<file path="src/rtl/uart_rx_pkg.sv">
// uart_rx_pkg
// Shared definitions for the parametrised UART receiver:
//   - parity_mode encodings (00 none, 01 even, 10 odd, 11 none)
//   - receive FSM state enumeration
//   - counter-width helper used to size the tick and bit counters
package uart_rx_pkg;

    localparam logic [1:0] PAR_NONE     = 2'b00;
    localparam logic [1:0] PAR_EVEN     = 2'b01;
    localparam logic [1:0] PAR_ODD      = 2'b10;
    localparam logic [1:0] PAR_NONE_ALT = 2'b11;

    typedef enum logic [2:0] {
        IDLE,
        START,
        DATA,
        PARITY,
        STOP,
        BREAK_WAIT
    } rx_state_e;

    // Number of bits needed to hold the values 0..n-1, never less than one.
    function automatic int cnt_width(input int n);
        return (n <= 2) ? 1 : $clog2(n);
    endfunction

endpackage

</file>
<file path="src/rtl/uart_rx_if.sv">
// uart_rx_if
// Output-side bundle of the UART receiver towards its consumer.
//   uart_rx_valid      receiver -> consumer  holding register holds a word
//   uart_rx_ready      consumer -> receiver  consumer accepts the word
//   uart_rx_data       receiver -> consumer  received word (LSB first on the line)
//   uart_rx_frame_err  receiver -> consumer  stop bit sampled 0, qualified by valid
//   uart_rx_parity_err receiver -> consumer  parity mismatch, qualified by valid
//   uart_rx_break      receiver -> consumer  one-cycle break pulse
//   uart_rx_overrun    receiver -> consumer  one-cycle pulse when a word is dropped
// Modports: master = receiver side, slave = consumer side.
interface uart_rx_if #(
    parameter int PAYLOAD_BITS = 8
);
    logic                    uart_rx_valid;
    logic                    uart_rx_ready;
    logic [PAYLOAD_BITS-1:0] uart_rx_data;
    logic                    uart_rx_frame_err;
    logic                    uart_rx_parity_err;
    logic                    uart_rx_break;
    logic                    uart_rx_overrun;

    modport master (
        output uart_rx_valid,
        output uart_rx_data,
        output uart_rx_frame_err,
        output uart_rx_parity_err,
        output uart_rx_break,
        output uart_rx_overrun,
        input  uart_rx_ready
    );

    modport slave (
        input  uart_rx_valid,
        input  uart_rx_data,
        input  uart_rx_frame_err,
        input  uart_rx_parity_err,
        input  uart_rx_break,
        input  uart_rx_overrun,
        output uart_rx_ready
    );
endinterface

</file>
<file path="src/rtl/uart_rx_bit_sampler.sv">
// uart_rx_bit_sampler
// Synchronises the serial line, runs the oversampling tick generator and
// produces one bit decision per bit period for the receive FSM.
// Ports:
//   clk, reset   system clock, synchronous active-high reset
//   uart_rxd     raw asynchronous serial line
//   run_i        counters run while high, held at zero while low
//   rxd_sync_o   synchronised line value
//   strobe_o     one-cycle pulse carrying a bit decision
//   bit_o        decided bit value, valid with strobe_o
// Build option UART_RX_MAJORITY_EN: when defined the bit is the 2-of-3
// majority of samples at ticks OVERSAMPLE/2-1, /2 and /2+1; otherwise the
// sample at tick OVERSAMPLE/2 is used. The strobe is issued at tick
// OVERSAMPLE/2+1 in both builds so FSM timing does not depend on the option.
module uart_rx_bit_sampler
    import uart_rx_pkg::*;
#(
    parameter int DIV        = 312,
    parameter int OVERSAMPLE = 16
) (
    input  logic clk,
    input  logic reset,
    input  logic uart_rxd,
    input  logic run_i,
    output logic rxd_sync_o,
    output logic strobe_o,
    output logic bit_o
);
    localparam int DIV_W  = cnt_width(DIV);
    localparam int TICK_W = cnt_width(OVERSAMPLE);
    localparam int HALF   = OVERSAMPLE / 2;

    logic              sync1_q;
    logic              sync2_q;
    logic [DIV_W-1:0]  divCnt_q;
    logic [TICK_W-1:0] tickCnt_q;
    logic              centre_q;
    logic              tick;
`ifdef UART_RX_MAJORITY_EN
    logic              early_q;
`endif

    assign tick       = (divCnt_q == DIV_W'(DIV - 1));
    assign rxd_sync_o = sync2_q;
    assign strobe_o   = run_i && tick && (tickCnt_q == TICK_W'(HALF + 1));

    // Two-flop synchroniser; resets to the idle (high) line level so no
    // false start edge is seen straight out of reset.
    always_ff @(posedge clk) begin
        if (reset) begin
            sync1_q <= 1'b1;
            sync2_q <= 1'b1;
        end else begin
            sync1_q <= uart_rxd;
            sync2_q <= sync1_q;
        end
    end

    // Clock divider and tick counter. Both are held at zero while the FSM
    // is idle, so they restart from zero on the cycle after a start edge.
    always_ff @(posedge clk) begin
        if (reset || !run_i) begin
            divCnt_q  <= '0;
            tickCnt_q <= '0;
        end else if (tick) begin
            divCnt_q  <= '0;
            tickCnt_q <= (tickCnt_q == TICK_W'(OVERSAMPLE - 1)) ? '0 : tickCnt_q + TICK_W'(1);
        end else begin
            divCnt_q  <= divCnt_q + DIV_W'(1);
        end
    end

    // Capture the centre sample (and the one before it for voting); the
    // third vote is the live synchronised value at strobe time.
    always_ff @(posedge clk) begin
        if (reset) begin
            centre_q <= 1'b1;
`ifdef UART_RX_MAJORITY_EN
            early_q  <= 1'b1;
`endif
        end else if (run_i && tick) begin
            if (tickCnt_q == TICK_W'(HALF)) begin
                centre_q <= sync2_q;
            end
`ifdef UART_RX_MAJORITY_EN
            if (tickCnt_q == TICK_W'(HALF - 1)) begin
                early_q <= sync2_q;
            end
`endif
        end
    end

`ifdef UART_RX_MAJORITY_EN
    assign bit_o = (early_q & centre_q) | (early_q & sync2_q) | (centre_q & sync2_q);
`else
    assign bit_o = centre_q;
`endif

endmodule

</file>
<file path="src/rtl/uart_rx_param.sv">
// uart_rx_param
// Parametrised UART receiver with runtime parity mode, false-start
// rejection, framing/parity error flags, break detection, a one-entry
// valid/ready holding register and overrun detection.
// Ports:
//   clk, reset    system clock, synchronous active-high reset
//   uart_rxd      asynchronous serial line, idle high
//   uart_rx_en    receive enable; dropping it mid-frame aborts the frame
//   parity_mode   00 none, 01 even, 10 odd, 11 none (latched at start edge)
//   rx_if         uart_rx_if master: valid/ready/data/flags/break/overrun
// Build option UART_RX_MAJORITY_EN selects 2-of-3 majority bit sampling.
module uart_rx_param
    import uart_rx_pkg::*;
#(
    parameter int CLK_HZ       = 48000000,
    parameter int BIT_RATE     = 9600,
    parameter int PAYLOAD_BITS = 8,
    parameter int STOP_BITS    = 1,
    parameter int OVERSAMPLE   = 16
) (
    input  logic       clk,
    input  logic       reset,
    input  logic       uart_rxd,
    input  logic       uart_rx_en,
    input  logic [1:0] parity_mode,
    uart_rx_if.master  rx_if
);
    localparam int DIV   = CLK_HZ / (BIT_RATE * OVERSAMPLE);
    localparam int BIT_W = cnt_width((PAYLOAD_BITS > STOP_BITS) ? PAYLOAD_BITS : STOP_BITS);

    rx_state_e               state_q, state_d;
    logic [BIT_W-1:0]        bitCnt_q, bitCnt_d;
    logic [PAYLOAD_BITS-1:0] shift_q, shift_d;
    logic                    parOn_q, parOn_d;
    logic                    parOdd_q, parOdd_d;
    logic                    parErr_q, parErr_d;
    logic                    frameErr_q, frameErr_d;
    logic                    allZero_q, allZero_d;
    logic                    rxdPrev_q;
    logic                    rxdSync;
    logic                    strobe;
    logic                    sampleBit;
    logic                    wordDone;
    logic                    breakDet;

    logic                    valid_q;
    logic [PAYLOAD_BITS-1:0] data_q;
    logic                    frameOut_q;
    logic                    parityOut_q;
    logic                    break_q;
    logic                    overrun_q;

    uart_rx_bit_sampler #(
        .DIV        (DIV),
        .OVERSAMPLE (OVERSAMPLE)
    ) u_sampler (
        .clk        (clk),
        .reset      (reset),
        .uart_rxd   (uart_rxd),
        .run_i      (state_q != IDLE),
        .rxd_sync_o (rxdSync),
        .strobe_o   (strobe),
        .bit_o      (sampleBit)
    );

    // Frame state registers plus the delayed synchronised line used for
    // falling-edge detection in IDLE.
    always_ff @(posedge clk) begin
        if (reset) begin
            state_q    <= IDLE;
            bitCnt_q   <= '0;
            shift_q    <= '0;
            parOn_q    <= 1'b0;
            parOdd_q   <= 1'b0;
            parErr_q   <= 1'b0;
            frameErr_q <= 1'b0;
            allZero_q  <= 1'b0;
            rxdPrev_q  <= 1'b1;
        end else begin
            state_q    <= state_d;
            bitCnt_q   <= bitCnt_d;
            shift_q    <= shift_d;
            parOn_q    <= parOn_d;
            parOdd_q   <= parOdd_d;
            parErr_q   <= parErr_d;
            frameErr_q <= frameErr_d;
            allZero_q  <= allZero_d;
            rxdPrev_q  <= rxdSync;
        end
    end

    // Next-state logic. allZero tracks whether every bit so far was 0, so a
    // low first stop bit can be told apart as a break rather than a framing
    // error. Losing the enable overrides everything and drops the frame.
    always_comb begin
        state_d    = state_q;
        bitCnt_d   = bitCnt_q;
        shift_d    = shift_q;
        parOn_d    = parOn_q;
        parOdd_d   = parOdd_q;
        parErr_d   = parErr_q;
        frameErr_d = frameErr_q;
        allZero_d  = allZero_q;
        wordDone   = 1'b0;
        breakDet   = 1'b0;

        case (state_q)
            IDLE: begin
                if (uart_rx_en && rxdPrev_q && !rxdSync) begin
                    state_d    = START;
                    bitCnt_d   = '0;
                    parOn_d    = (parity_mode == PAR_EVEN) || (parity_mode == PAR_ODD);
                    parOdd_d   = (parity_mode == PAR_ODD);
                    parErr_d   = 1'b0;
                    frameErr_d = 1'b0;
                    allZero_d  = 1'b1;
                end
            end
            START: begin
                if (strobe) begin
                    state_d = sampleBit ? IDLE : DATA;
                end
            end
            DATA: begin
                if (strobe) begin
                    shift_d   = {sampleBit, shift_q[PAYLOAD_BITS-1:1]};
                    allZero_d = allZero_q & ~sampleBit;
                    if (bitCnt_q == BIT_W'(PAYLOAD_BITS - 1)) begin
                        bitCnt_d = '0;
                        state_d  = parOn_q ? PARITY : STOP;
                    end else begin
                        bitCnt_d = bitCnt_q + BIT_W'(1);
                    end
                end
            end
            PARITY: begin
                if (strobe) begin
                    parErr_d  = ((^shift_q) ^ sampleBit) != parOdd_q;
                    allZero_d = allZero_q & ~sampleBit;
                    state_d   = STOP;
                end
            end
            STOP: begin
                if (strobe) begin
                    if ((bitCnt_q == '0) && allZero_q && !sampleBit) begin
                        breakDet = 1'b1;
                        state_d  = BREAK_WAIT;
                    end else begin
                        frameErr_d = frameErr_q | ~sampleBit;
                        if (bitCnt_q == BIT_W'(STOP_BITS - 1)) begin
                            wordDone = 1'b1;
                            state_d  = IDLE;
                        end else begin
                            bitCnt_d = bitCnt_q + BIT_W'(1);
                        end
                    end
                end
            end
            BREAK_WAIT: begin
                if (rxdSync) begin
                    state_d = IDLE;
                end
            end
            default: begin
                state_d = IDLE;
            end
        endcase

        if (!uart_rx_en && (state_q != IDLE)) begin
            state_d  = IDLE;
            wordDone = 1'b0;
            breakDet = 1'b0;
        end
    end

    // Holding register and status pulses. A completed word loads when the
    // register is empty or being drained this very cycle; otherwise the new
    // word is dropped and the old one kept, flagged by an overrun pulse.
    always_ff @(posedge clk) begin
        if (reset) begin
            valid_q     <= 1'b0;
            data_q      <= '0;
            frameOut_q  <= 1'b0;
            parityOut_q <= 1'b0;
            break_q     <= 1'b0;
            overrun_q   <= 1'b0;
        end else begin
            break_q   <= breakDet;
            overrun_q <= 1'b0;
            if (wordDone) begin
                if (!valid_q || rx_if.uart_rx_ready) begin
                    valid_q     <= 1'b1;
                    data_q      <= shift_q;
                    frameOut_q  <= frameErr_d;
                    parityOut_q <= parErr_q;
                end else begin
                    overrun_q <= 1'b1;
                end
            end else if (valid_q && rx_if.uart_rx_ready) begin
                valid_q <= 1'b0;
            end
        end
    end

    assign rx_if.uart_rx_valid      = valid_q;
    assign rx_if.uart_rx_data       = data_q;
    assign rx_if.uart_rx_frame_err  = frameOut_q;
    assign rx_if.uart_rx_parity_err = parityOut_q;
    assign rx_if.uart_rx_break      = break_q;
    assign rx_if.uart_rx_overrun    = overrun_q;

endmodule

</file>
<file path="src/flat_wrapper.sv">
// flat-port wrapper written by rule: the top's interface ports become plain ports
module uart_rx_param_flat import uart_rx_pkg::*;
#(
    parameter int CLK_HZ       = 48000000,
    parameter int BIT_RATE     = 9600,
    parameter int PAYLOAD_BITS = 8,
    parameter int STOP_BITS    = 1,
    parameter int OVERSAMPLE   = 16
)
  (clk, reset, uart_rxd, uart_rx_en, parity_mode, rx_if_uart_rx_valid, rx_if_uart_rx_data, rx_if_uart_rx_frame_err, rx_if_uart_rx_parity_err, rx_if_uart_rx_break, rx_if_uart_rx_overrun, rx_if_uart_rx_ready);
  uart_rx_if #(.PAYLOAD_BITS(PAYLOAD_BITS)) rx_if_i ();
  input  logic clk;
  input  logic reset;
  input  logic uart_rxd;
  input  logic uart_rx_en;
  input  logic [1:0] parity_mode;
  output wire logic [$bits(rx_if_i.uart_rx_valid)-1:0] rx_if_uart_rx_valid;
  output wire logic [$bits(rx_if_i.uart_rx_data)-1:0] rx_if_uart_rx_data;
  output wire logic [$bits(rx_if_i.uart_rx_frame_err)-1:0] rx_if_uart_rx_frame_err;
  output wire logic [$bits(rx_if_i.uart_rx_parity_err)-1:0] rx_if_uart_rx_parity_err;
  output wire logic [$bits(rx_if_i.uart_rx_break)-1:0] rx_if_uart_rx_break;
  output wire logic [$bits(rx_if_i.uart_rx_overrun)-1:0] rx_if_uart_rx_overrun;
  input wire logic [$bits(rx_if_i.uart_rx_ready)-1:0] rx_if_uart_rx_ready;
  assign rx_if_uart_rx_valid = rx_if_i.uart_rx_valid;
  assign rx_if_uart_rx_data = rx_if_i.uart_rx_data;
  assign rx_if_uart_rx_frame_err = rx_if_i.uart_rx_frame_err;
  assign rx_if_uart_rx_parity_err = rx_if_i.uart_rx_parity_err;
  assign rx_if_uart_rx_break = rx_if_i.uart_rx_break;
  assign rx_if_uart_rx_overrun = rx_if_i.uart_rx_overrun;
  assign rx_if_i.uart_rx_ready = rx_if_uart_rx_ready;
  uart_rx_param #(.CLK_HZ(CLK_HZ), .BIT_RATE(BIT_RATE), .PAYLOAD_BITS(PAYLOAD_BITS), .STOP_BITS(STOP_BITS), .OVERSAMPLE(OVERSAMPLE)) u_core (.clk(clk), .reset(reset), .uart_rxd(uart_rxd), .uart_rx_en(uart_rx_en), .parity_mode(parity_mode), .rx_if(rx_if_i));
endmodule
</file>
<file path="config.mk">
export PLATFORM = sky130hd
export DESIGN_NAME = uart_rx_param_flat
export DESIGN_NICKNAME = d
export VERILOG_FILES = /design/src/rtl/uart_rx_pkg.sv /design/src/rtl/uart_rx_if.sv /design/src/rtl/uart_rx_bit_sampler.sv /design/src/rtl/uart_rx_param.sv /design/src/flat_wrapper.sv
export SDC_FILE = /design/constraint.sdc
export NUM_CORES = 1
export LEC_CHECK = 0
export CAP_MARGIN = 20
export CORE_AREA = 5 5 87 89
export CTS_BUF_LIST = sky130_fd_sc_hd__clkbuf_4 sky130_fd_sc_hd__clkbuf_8
export DETAILED_ROUTE_END_ITERATION = 7
export DIE_AREA = 0 0 92 94
export PLACE_DENSITY = 0.49
export REMOVE_ABC_BUFFERS = 1
export SKIP_CTS_REPAIR_TIMING = 1
export SYNTH_ARGS = -nofsm -noshare
export SYNTH_HDL_FRONTEND = slang
export SYNTH_HIERARCHICAL = 1
export SYNTH_SLANG_ARGS = --single-unit
</file>
<file path="constraint.sdc">
create_clock -name clk -period 5.8 [get_ports clk]
set_input_delay 0.58 -clock clk [delete_from_list [all_inputs] [get_ports clk]]
set_output_delay 0.58 -clock clk [all_outputs]
set_load 0.01 [all_outputs]
</file>
==> metrics.cfg, run 1 <==
[clock_tree]
htreeDepth=2
cts_tree=yes
numCtsBuffers=5
clk_latency_ns=0.30
clk_pin_slew_worst_paths_ns=0.10
clock_sinks=49
cts-root-buf=clkbuf_8
cts_buffer_depth=2

[synth]
syn_area_per_cell_sq_um=9.18
synth_area_sq_um=2300
synth_flop_cell=dfxtp_1
synth_top_area_share=0.427
yosys_register_bits=49
yosys-top-cells-area=dfxtp_1 (43%), mux2i_1 (9.2%), nor2_1 (5.2%)
synth_largest_area_cell=dfxtp_1
yosys_warnings=6
yosysUniqueCellTypes=50
async_flop_share=0
synth_cells=250
synth_edf_count=0
ys_seq_area_frac=0.427

[die]
die_y_microns=94
start_util=0.344
fp-row-count=30
core-area_sq_um=6680
die-area_sq_um=8650
ios=20
die_w_microns=92

[critical_path]
reg2reg_depth=7
start_kind=register
rr_startpoint=u_core/u_sampler/divCnt_q[3]$_SDFF_PP0_
worstReg2RegEnd=u_core/shift_q[7]$_SDFFE_PP0P_
cp_max_fo=8
worstPathArrival_ns=3.18
critPathCaptureType=register
crit_type=register to register
r2r_setup_slack_ns=2.80
required_ns=5.98

[detailed_routing]
drc=0
wl_per_cell_microns=13.0
firstDrtPassIters=4
final_antenna_net_count=0
wl_microns=4560
dr_total_vias=1761
viasPerCell=5.03
drt_iter0_drc=46

[place]
place_congestion=0.789
io_buffers=19
dp_hpwl_microns=3230

[timing]
drv_slew=0
fin_crit_sh=0.517
hold_viol=0
period_minus_slack_ns=3.00
finalSetupViolCount=0
rsz0062_at_grt=no
clock.fmax_mhz=334
max_slew_margin=0.376
worstMarginPinSlew_ns=0.935
fin_skew_ns=0.00664
setup_tns_ns=0

[worst_hold_path]
holdPathStages=1
hold_path_class=register to register
hold_end=u_core/u_sampler/rxd_sync_o$_SDFF_PP1_
min-delay-start=u_core/u_sampler/sync1_q$_SDFF_PP1_

[outcome]
status=finished clean

[grt]
antenna_found_initial=0
grt_pass1_wl_microns=8020
grt_max_degree=37
first_global_vias=1704
grt_use_total=0.115
overflow=0

[cells_and_area]
drive_gt1_frac=0.0741
post-route-util=0.399
final_nets=284
area_growth_pct=16.2
diodes=0

[run]
cap_violations=0

[pwr]
p_leak_uw=0.000866
power.density_nw_per_um2=237
ir_worst_vdd_mv=0.0960

cells in the mapped netlist (2+ instances only):
library cell,n
or3_1,4
xnor2_1,9
o31ai_1,3
or2_2,4
nor3_2,2
clkbuf_1,4
a21oi_1,18
nand2b_1,6
nor2_1,32
and3_1,2
nand4_1,6
inv_1,13
nor2b_1,3
buf_2,3
a31oi_1,2
o21a_1,2
nand2_1,5
nand3b_1,3
dfxtp_1,49
nand3_1,7
o21ai_0,12
mux2i_1,21
ha_1,8
nor4_1,3
nor3_1,4
area by class of cell:
| cell class | instances | area, sq um |
|---|---|---|
| clock buffer | 5 | 68.8 |
| clock inverter | 3 | 43.8 |
| tap | 80 | 100 |
| timing repair buffer | 21 | 205 |
| inverter | 13 | 48.8 |
| multi-input combinational | 179 | 1220 |
| sequential | 49 | 981 |
| fill | 684 | 4010 |
power breakdown:
part	internal (uW)	switching (uW)	leakage [uW]
Clock	129	117	0.0000585
Combinational	14.7	22.4	0.000412
Sequential	341	8.39	0.000396
cells by family after synthesis:
group,count (synthesis),synth area share
multiplexers,21,0.0916
adder cells (fa/ha/maj),8,0.0436
XOR/XNOR,11,0.0480
AO/OA/AOI/OAI,46,0.116
buffers and inverters,22,0.0414
AND/OR/NAND/NOR,93,0.232
flip-flops,49,0.427
how the worst max path moves through the flow:
stage	slack (ns)	start	to	depth (start not counted)
6_report	2.80	u_core/u_sampler/divCnt_q[3]$_SDFF_PP0_	u_core/shift_q[7]$_SDFFE_PP0P_	7
5_1_grt	2.61	u_core/u_sampler/divCnt_q[3]$_SDFF_PP0_	u_core/shift_q[6]$_SDFFE_PP0P_	7
4_1_cts	2.81	u_core/u_sampler/divCnt_q[3]$_SDFF_PP0_	u_core/shift_q[7]$_SDFFE_PP0P_	7
3_5_place_dp	2.85	u_core/u_sampler/divCnt_q[3]$_SDFF_PP0_	u_core/shift_q[1]$_SDFFE_PP0P_	7
3_3_place_gp	2.92	u_core/u_sampler/divCnt_q[3]$_SDFF_PP0_	u_core/shift_q[0]$_SDFFE_PP0P_	7
2_1_floorplan	2.91	u_core/u_sampler/divCnt_q[3]$_SDFF_PP0_	u_core/shift_q[0]$_SDFFE_PP0P_	6
flip-flops by register name (all words and copies together) (netlist names), 3 cells and up:
signal,cells
u_core/bitCnt_q,3
u_core/rx_if.uart_rx_data,8
u_core/shift_q,8
u_core/state_q,3
u_core/u_sampler/divCnt_q,9
u_core/u_sampler/tickCnt_q,4
stage by stage:
step / cell area [sq um] / total power, uW / hold slack (ns) / cells / setup slack, ns
after CTS: 2670 / 646 / 0.419 / 350 / 2.81
after global routing: 2670 / 663 / 0.438 / 350 / 2.61
after detailed placement: 2550 / 394 / 0.393 / 342 / 2.85
final: 2670 / 632 / 0.413 / 350 / 2.80
after global placement: 2550 / 394 / 0.396 / 342 / 2.92
after floorplan: 2250 / 378 / 0.389 / 241 / 2.91
routing by layer:
layer | part of all wire | up-vias | global-route usage
met5 | 0 | - | 0
met4 | 0.014 | 0 | 0.0507
met3 | 0.031 | 6 | 0.0272
met2 | 0.46 | 25 | 0.180
met1 | 0.50 | 816 | 0.149
li1 | - | 914 | -
cell usage in the layout, fill, tap and decap left out, drive strengths merged, types with 8 or more instances in the layout:
master         count
clkdlybuf4s50     19
o21ai             13
xnor2              9
nand3              8
nor2              33
dfxtp             49
mux2i             21
inv               14
ha                 8
a21oi             18
worst max-delay path, cell delays in order, from the launching register on:
cell and delay (ns):
dfxtp_1 0.36, or4b_1 0.65, nor4_1 0.30, buf_4 0.20, nor2b_1 0.26, nor2b_1 0.79
mux2i_1 0.27, nor2_1 0.05
(Power assumes the default switching activity.)
==> run 2, diff against run 1 <==
PLACE_DENSITY = 0.51   (was 0.49)
clock period = 2.47 ns   (was 5.8 ns; I/O delays follow)
==> run 2 against run 1 <==
  * First-iteration DRC count up 33%
  * Sequential share of layout area is 0.89 points lower
  * Clock power rose by 94%
  * Critical endpoint is now u_core/shift_q[6]$_SDFFE_PP0P_
  * Global-route usage shrank 0.48 points
  * Total power up 120%
  * Flip-flop and latch count stayed put
  * Non-clock buffer count increased by 9
  * Register-to-register slack worse by 2.6 ns
  * Fmax is 33% higher
  * Final cell count grew 2.6%
  * Worst setup slack worse by 2.6 ns
  * Critical path depth up 1
==> metrics.cfg, run 2 (synthesized netlist as in run 1, its figures left out) <==
[clock_tree]
cts-root-buf=clkbuf_8
clk_latency_ns=0.30
numCtsBuffers=5
cts_tree=yes
htreeDepth=2
cts_buffer_depth=2
clk_pin_slew_worst_paths_ns=0.09
clock_sinks=49

[detailed_routing]
viasPerCell=4.92
dr_total_vias=1767
wl_microns=4450
drt_iter0_drc=61
final_antenna_net_count=0
wl_per_cell_microns=12.4
firstDrtPassIters=4
drc=0

[timing]
worstMarginPinSlew_ns=0.719
setup_ws_ns=0.218
fin_crit_sh=0.912
setup_tns_ns=0
max_slew_margin=0.514
period_minus_slack_ns=2.25
timing.hold.ws_ns=0.418
hold_viol=0
drv_slew=0
finalSetupViolCount=0
rsz0062_at_grt=no
fin_skew_ns=0.0123
clock.fmax_mhz=444

[grt]
use_met3=0.0280
overflow=0
antenna_found_initial=0
top_usage_layer=met2
met1_usage=0.151
grt_use_met2=0.164
first_global_vias=1655
grt_pass1_wl_microns=7780
grt_max_degree=36
grt_use_total=0.110

[critical_path]
critPathCaptureType=register
cp_cell_sequence=or4b_1 > nor4_1 > buf_4 > nor2b_2 > nor2b_1 > buf_4 > mux2i_1 > nor2_1
required_ns=2.66
cp_max_fo=8
reg2reg_depth=8
cp_common_cell=buf_4
rr_startpoint=u_core/u_sampler/divCnt_q[7]$_SDFF_PP0_
crit_type=register to register
worstReg2RegEnd=u_core/shift_q[6]$_SDFFE_PP0P_
slowest_delay_ns=0.50
critPathTopFamily=simple AND/OR/NAND/NOR gates
cpMaxStageDelayCell=or4b_1
crit_buf_inv=2
crit_start=u_core/u_sampler/divCnt_q[7]$_SDFF_PP0_
worstPathArrival_ns=2.44
r2r_setup_slack_ns=0.22
start_kind=register

[place]
io_buffers=19
dp.cells=351
dp_hpwl_microns=3230
preCtsSetupSlack_ns=0.120
place_congestion=0.877

[pwr]
power.density_nw_per_um2=508
ir_worst_vdd_mv=0.177
p_leak_uw=0.000897
p_total_uw=1390

[worst_hold_path]
min-delay-start=u_core/u_sampler/sync1_q$_SDFF_PP1_
hold_path_class=register to register
hold_end=u_core/u_sampler/rxd_sync_o$_SDFF_PP1_
holdPathStages=1

[cells_and_area]
diodes=0
area_growth_pct=19.1
regMostFlops=u_core/u_sampler/divCnt_q
drive_gt1_frac=0.111
most-common-layout-cells=dfxtp_1 (49), nor2_1 (32), mux2i_1 (21), clkdlybuf4s50_1 (19), a21oi_1 (18)
final_nets=293
final_cells=359
largest_register_ffs=9
final_common_cell=dfxtp_1

[die]
fp-row-count=30
start_util=0.344
ios=20
core-area_sq_um=6680
die-area_sq_um=8650
die_w_microns=92
die_y_microns=94

[outcome]
status=finished clean

[run]
cap_violations=0

[run 2: changes by cell type in the layout (fill, tap and decap cells not counted), sizes merged]
cell,change
clkbuf,+1
inv,-1
clkinvlp,+2
clkinv,-1
buf,+9
bufinv,-1
[run 2: final cells by class]
class | instances | area (sq um)
clock inverters | 2 | 15.0
inverters | 13 | 48.8
repair buffers | 30 | 285
fillers | 690 | 3950
well taps | 80 | 100
multi-input cells | 179 | 1230
clock buffers | 6 | 76.3
flip-flops and latches | 49 | 981
[run 2: power breakdown]
group,leakage (uW),switching [uW],total (uW),internal (uW)
sequential,0.000396,8.37,808,800
clock,0.0000408,266,477,211
combinational,0.000460,64.8,104,39.6
[run 2: worst max path at each step]
stage / to / slack (ns) / depth (start not counted)
2_1_floorplan: u_core/shift_q[0]$_SDFFE_PP0P_ / -0.42 / 6
6_report: u_core/shift_q[6]$_SDFFE_PP0P_ / 0.22 / 8
5_1_grt: u_core/shift_q[1]$_SDFFE_PP0P_ / 0.04 / 8
3_3_place_gp: u_core/shift_q[2]$_SDFFE_PP0P_ / 0.18 / 8
4_1_cts: u_core/state_q[0]$_SDFFE_PP0P_ / 0.10 / 8
3_5_place_dp: u_core/state_q[0]$_SDFFE_PP0P_ / 0.12 / 8
[run 2: metrics by stage]
stage / utilization / cell area (sq um)
2_1_floorplan: - / 2250
3_3_place_gp: 0.394 / 2640
3_5_place_dp: 0.394 / 2640
4_1_cts: 0.408 / 2730
5_1_grt: 0.409 / 2730
6_report: 0.409 / 2730
[run 2: routing by layer]
layer,vias up,part of all wire
li1,933,-
met1,800,0.52
met2,25,0.43
met3,9,0.033
met4,0,0.018
met5,-,0
[run 2: worst reg2reg max path, stage by stage, from the launching register on]
cell and delay [ns]:
dfxtp_1 0.35, or4b_1 0.50, nor4_1 0.28, buf_4 0.20, nor2b_2 0.20, nor2b_1 0.16
buf_4 0.21, mux2i_1 0.20, nor2_1 0.05
